$ cat src/rtl/spi_periph_bridge.sv
// Turns completed SPI register transactions into single peripheral bus cycles.
// Read data comes back on reg_data_i, masked to the transaction width, with a timeout on ready.
module spi_periph_bridge #(
    parameter int ADDR_W      = 6,
    parameter int REG_W       = 32,
    parameter int TIMEOUT_CYC = 255
) (
    input  logic              clk,
    input  logic              rstb,
    input  logic              ena,
    input  logic [ADDR_W-1:0] reg_addr,
    input  logic              reg_rw,
    input  logic [1:0]        txn_width,
    input  logic [REG_W-1:0]  reg_data_o,
    input  logic              reg_data_o_dv,
    input  logic              reg_addr_v,
    output logic [REG_W-1:0]  reg_data_i,
    output logic [ADDR_W-1:0] per_addr,
    output logic [REG_W-1:0]  per_data_out,
    output logic [1:0]        per_data_write_n,
    output logic [1:0]        per_data_read_n,
    input  logic [REG_W-1:0]  per_data_in,
    input  logic              per_data_ready,
    output logic              busy,
    output logic              err
);

    // state  | meaning
    // IDLE   | waiting for a write strobe or a read-address rise
    // WRITE  | write strobe on the bus for exactly one enabled cycle
    // READ   | read strobe held until ready or timeout
    localparam logic [1:0] ST_IDLE  = 2'd0;
    localparam logic [1:0] ST_WRITE = 2'd1;
    localparam logic [1:0] ST_READ  = 2'd2;

    localparam int CNT_W = $clog2(TIMEOUT_CYC + 1);
    localparam logic [CNT_W-1:0] CNT_MAX = CNT_W'(TIMEOUT_CYC);

    logic [1:0]       state;
    logic             reg_addr_v_q;
    logic [CNT_W-1:0] cnt;
    logic [CNT_W-1:0] cnt_next;
    logic             rd_rise;
    logic             wr_req;
    logic [REG_W-1:0] masked_data;

    assign rd_rise  = reg_addr_v & ~reg_addr_v_q;
    assign wr_req   = reg_data_o_dv & reg_rw & (txn_width != 2'b11);
    assign cnt_next = (cnt == CNT_MAX) ? cnt : cnt + 1'b1;
    assign busy     = (state != ST_IDLE);

    // The latched read width lives in the active read strobe.
    always_comb begin
        masked_data = per_data_in;
        case (per_data_read_n)
            2'b00:   masked_data = {{(REG_W-8){1'b0}}, per_data_in[7:0]};
            2'b01:   masked_data = {{(REG_W-16){1'b0}}, per_data_in[15:0]};
            default: masked_data = per_data_in;
        endcase
    end

    always_ff @(posedge clk) begin
        if (!rstb) begin
            state            <= ST_IDLE;
            reg_addr_v_q     <= 1'b0;
            cnt              <= '0;
            per_addr         <= '0;
            per_data_out     <= '0;
            reg_data_i       <= '0;
            per_data_write_n <= 2'b11;
            per_data_read_n  <= 2'b11;
            err              <= 1'b0;
        end else if (ena) begin
            reg_addr_v_q <= reg_addr_v;
            case (state)
                ST_IDLE: begin
                    if (wr_req) begin
                        per_addr         <= reg_addr;
                        per_data_out     <= reg_data_o;
                        per_data_write_n <= txn_width;
                        state            <= ST_WRITE;
                    end else if (rd_rise && !reg_rw) begin
                        if (txn_width != 2'b11) begin
                            per_addr        <= reg_addr;
                            per_data_read_n <= txn_width;
                            cnt             <= '0;
                            state           <= ST_READ;
                        end else begin
                            reg_data_i <= '0;
                        end
                    end
                end
                ST_WRITE: begin
                    per_data_write_n <= 2'b11;
                    state            <= ST_IDLE;
                    if (reg_data_o_dv || rd_rise) err <= 1'b1;
                end
                ST_READ: begin
                    cnt <= cnt_next;
                    if (reg_data_o_dv || rd_rise) err <= 1'b1;
                    if (per_data_ready) begin
                        reg_data_i      <= masked_data;
                        per_data_read_n <= 2'b11;
                        state           <= ST_IDLE;
                    end else if (cnt_next == CNT_MAX) begin
                        reg_data_i      <= '1;
                        err             <= 1'b1;
                        per_data_read_n <= 2'b11;
                        state           <= ST_IDLE;
                    end
                end
                default: begin
                    per_data_write_n <= 2'b11;
                    per_data_read_n  <= 2'b11;
                    state            <= ST_IDLE;
                end
            endcase
        end
    end

endmodule

$ cat config.mk
export PLATFORM = sky130hd
export DESIGN_NAME = spi_periph_bridge
export DESIGN_NICKNAME = d
export VERILOG_FILES = /design/src/rtl/spi_periph_bridge.sv
export SDC_FILE = /design/constraint.sdc
export NUM_CORES = 1
export LEC_CHECK = 0
export CELL_PAD_IN_SITES_DETAIL_PLACEMENT = 1
export CELL_PAD_IN_SITES_GLOBAL_PLACEMENT = 1
export CORE_MARGIN = 4
export CORE_UTILIZATION = 25
export CTS_CLUSTER_DIAMETER = 50
export DETAILED_ROUTE_END_ITERATION = 7
export HOLD_SLACK_MARGIN = 0.05
export PLACE_DENSITY = 0.7
export SLEW_MARGIN = 40
export SYNTH_ARGS = -nofsm -noshare
export SYNTH_HDL_FRONTEND = slang
export SYNTH_SLANG_ARGS = --single-unit
$ cat constraint.sdc
create_clock -name clk -period 3.81 [get_ports clk]
set_input_delay 1.143 -clock clk [delete_from_list [all_inputs] [get_ports clk]]
set_output_delay 1.143 -clock clk [all_outputs]
set_load 0.05 [all_outputs]
==> impl_metrics.prom <==
# TYPE chip_impl_metric gauge
chip_impl_info{name="status",value="completed"} 1
chip_impl_info{name="post-synth-top-count-cell",value="dfxtp_1"} 1
chip_impl_metric{name="clk_latency_worst_skew_pair",unit="ps"} 350
chip_impl_metric{name="synthDominantCellAreaShare",unit="%"} 46.5
chip_impl_metric{name="layout.filler_cells",unit=""} 1673
chip_impl_metric{name="p_leak",unit="nW"} 2.09
chip_impl_info{name="worstSetupPathType",value="reg -> out"} 1
chip_impl_metric{name="postRouteWirelength",unit="um"} 11900
chip_impl_metric{name="mean_syn_cell_area",unit="um2"} 8.97
chip_impl_metric{name="maximum_number_of_pins_on_one_net_before_global_route_repair",unit=""} 63
chip_impl_metric{name="setup_viol",unit=""} 0
chip_impl_metric{name="placement_rows",unit=""} 44
chip_impl_metric{name="remaining_drc_errors",unit=""} 0
chip_impl_metric{name="layout-drive-gt1-share",unit="%"} 7.98
chip_impl_metric{name="final_design_area_no_fill",unit="um2"} 5740
chip_impl_metric{name="globalRouteTotalUtil",unit="%"} 14.4
chip_impl_metric{name="dr.first_iter.drc_count",unit=""} 186
chip_impl_info{name="most_instantiated_cells_after_synthesis",value="86 x dfxtp_1, 84 x nand2_1, 29 x a21boi_1, 26 x a21oi_1, 24 x inv_1"} 1
chip_impl_metric{name="routabilityCongestion",unit=""} 0.878
chip_impl_metric{name="cells_resized_by_post_cts_repair",unit=""} 0
chip_impl_metric{name="sum_of_net_half_perimeters_after_detailed_placement",unit="um"} 8810
chip_impl_info{name="cts-root-buf",value="clkbuf_16"} 1
chip_impl_metric{name="post_dp_cell_area",unit="um2"} 5440
chip_impl_metric{name="synth-seq-cells",unit=""} 86
chip_impl_metric{name="initial_utilization",unit="%"} 25.5
chip_impl_metric{name="edff_count_synth",unit=""} 0
chip_impl_metric{name="maxSlewViolCount",unit=""} 0
chip_impl_metric{name="final_antenna_net_count",unit=""} 0
chip_impl_metric{name="postCtsSetupBuffers",unit=""} 0
chip_impl_metric{name="vdd_drop_max",unit="V"} 0.000211
chip_impl_metric{name="syn-instance-count",unit=""} 413
chip_impl_metric{name="synth_warnings",unit=""} 0
chip_impl_metric{name="holdBufCountCts",unit=""} 0
chip_impl_metric{name="finish.net_count",unit=""} 642
chip_impl_metric{name="fmax",unit="MHz"} 312
chip_impl_metric{name="first_global_vias",unit=""} 3722
chip_impl_metric{name="syn_nets",unit=""} 496
chip_impl_metric{name="gr-total-overflow",unit=""} 0
chip_impl_metric{name="route.detailed.wl_per_inst",unit="um"} 15.9
chip_impl_metric{name="synth_sequential_area_ratio",unit="%"} 46.5
chip_impl_metric{name="final-hold-violation-count",unit=""} 0
chip_impl_metric{name="antenna-diode-count",unit=""} 0
chip_impl_info{name="setup.worst_path.end_class",value="output pin"} 1
chip_impl_metric{name="final_critical_delay_including_setup_and_external_delays",unit="ps"} 3200
chip_impl_metric{name="cap_violations",unit=""} 0
chip_impl_metric{name="count_of_different_cell_masters_after_synthesis",unit=""} 48
chip_impl_metric{name="die-width",unit="um"} 130
chip_impl_metric{name="synthesis.area",unit="um2"} 3710
chip_impl_metric{name="setup-tns-final",unit="ps"} 0
chip_impl_metric{name="timing_worst_slew_pin_value",unit="ps"} 720
chip_impl_metric{name="grt_first_pass_wirelength",unit="um"} 19100
chip_impl_metric{name="cts.path.max_buffers",unit=""} 2
chip_impl_metric{name="timing.final.crit_share",unit="%"} 84.1
chip_impl_info{name="critPathLaunchType",value="register"} 1
chip_impl_metric{name="area_growth_syn_to_layout",unit="%"} 54.9
chip_impl_metric{name="avgViaCountPerCell",unit=""} 4.68
chip_impl_metric{name="cts-htree-levels",unit=""} 3
chip_impl_metric{name="antenna_found_initial",unit=""} 0
chip_impl_metric{name="vertical_extent_of_the_die",unit="um"} 130
chip_impl_metric{name="clock_sinks",unit=""} 86
chip_impl_metric{name="cp.required",unit="ps"} 2670
chip_impl_metric{name="boundaryPins",unit=""} 155
chip_impl_metric{name="core_region_area",unit="um2"} 14500
chip_impl_info{name="post_synth_main_area_contributors",value="dfxtp_1 46%, nand2_1 8.5%, a21boi_1 5.9%"} 1
chip_impl_info{name="unrepaired_setup_endpoints_after_global_routing",value="no"} 1
chip_impl_metric{name="worst_setup_hold_path_clk_slew",unit="ps"} 70
chip_impl_metric{name="clock_skew",unit="ps"} 6.74
chip_impl_metric{name="critical_path_peak_fanout",unit=""} 9
chip_impl_info{name="netlist.top_cell.by_area",value="dfxtp_1"} 1
chip_impl_metric{name="floorplan.die_area",unit="um2"} 16800
chip_impl_metric{name="power-per-cell-area",unit="nW/um2"} 386
chip_impl_metric{name="numPortBuffers",unit=""} 154
chip_impl_metric{name="cts_inserted_buffers",unit=""} 9
chip_impl_metric{name="dpl_worst_slack",unit="ps"} 410
chip_impl_metric{name="slew_headroom",unit="%"} 52.0
chip_impl_info{name="hp-class",value="reg -> reg"} 1
chip_impl_metric{name="worst_ep_arrival_time",unit="ps"} 2060
chip_impl_metric{name="initial_drt_pass_iterations",unit=""} 4
chip_impl_info{name="synth_flop_cell",value="dfxtp_1"} 1
chip_impl_info{name="clock_tree_from_tritoncts",value="built"} 1
chip_impl_metric{name="synth_async_sr_flop_share",unit="%"} 0
chip_impl_metric{name="route.vias.total",unit=""} 3499
chip_impl_metric{name="setup_ws",unit="ps"} 606
## power breakdown
part	switching, W	internal, W
Sequential	0.0000159	0.000926
Combinational	0.000203	0.000160
Clock	0.000396	0.000516
Total	0.000615	0.00160
## final cells by class
class	count	area [um2]	share of cell area, %
clock inverter	7	78.8	1.37
timing repair buffer	162	1600	27.8
tap	184	230	4.01
clock buffer	9	225	3.92
multi-input combinational	276	1800	31.3
sequential	86	1720	30.0
inverter	24	90.1	1.57
## per-stage QoR
stage	hold WS, ps	power, W	instances	util [%]
global placement	439	0.00132	732	37.4
detailed placement	445	0.00133	732	37.4
floorplan	449	0.00116	413	-
CTS	455	0.00226	748	39.5
global route	473	0.00232	748	39.5
finish	450	0.00222	748	39.5
## path summary, 6_finish.rpt
| check | startpoint | endpoint | slack, ps | cells after the start |
|---|---|---|---|---|
| max | state[0] | busy | 610 | 4 |
| min | per_data_out[3] | per_data_out[3] | 450 | 2 |
| max reg2reg | cnt[0] | reg_data_i[17] | 1280 | 7 |
| min reg2reg | per_data_out[3] | per_data_out[3] | 450 | 2 |
## worst max-delay path: stages (launching register included)
cell,delay [ps]
dfxtp_1,360
inv_1,80
ha_1,310
inv_1,140
clkdlybuf4s50_1,820
## layer usage
metal  up-vias  routed length (um)  global-route usage (%)
li1       1729                   -                       -
met1      1648                5230                    17.4
met2       108                5550                    24.1
met3        14                 954                    4.71
met4         0                 193                    5.26
met5         -                   0                       0
## cells in the final DEF (no fill, tap or decap), drive strengths merged, types with 2 or more instances in the layout
cell type and count:
mux2i 10, clkdlybuf4s50 153, and2 5, nand3 9, nand2b 3, nor2b 8, and3 4, and4bb 2
o21a 2, clkbuf 9, o21ai 14, nand4 2, o211a 8, nor2 5, or3b 2, a21boi 34
a211oi 20, ha 4, dfxtp 86, a31oi 5, clkinv 3, nand2 84, o221a 8, a21oi 26
a21o 8, buf 9, inv 27
## sequential cells by signal, indices dropped and copies added, names as in the netlist
signal and count:
per_data_out 32, cnt 8, state 2, reg_addr_v_q 1, per_addr 6, per_data_write_n 2
err 1, reg_data_i 32, per_data_read_n 2
## kinds of logic (layout without fill, tap and decap cells)
| logic type | Yosys count | in the layout | synth area share (%) |
|---|---|---|---|
| fa+ha+maj | 5 | 5 | 1.62 |
| mux | 10 | 10 | 2.70 |
| simple gates | 129 | 129 | 16.9 |
| compound gates | 132 | 132 | 26.9 |
| buf+inv | 51 | 202 | 5.40 |
| flops | 86 | 86 | 46.5 |
No activity file was read; power rests on OpenSTA's default activity.
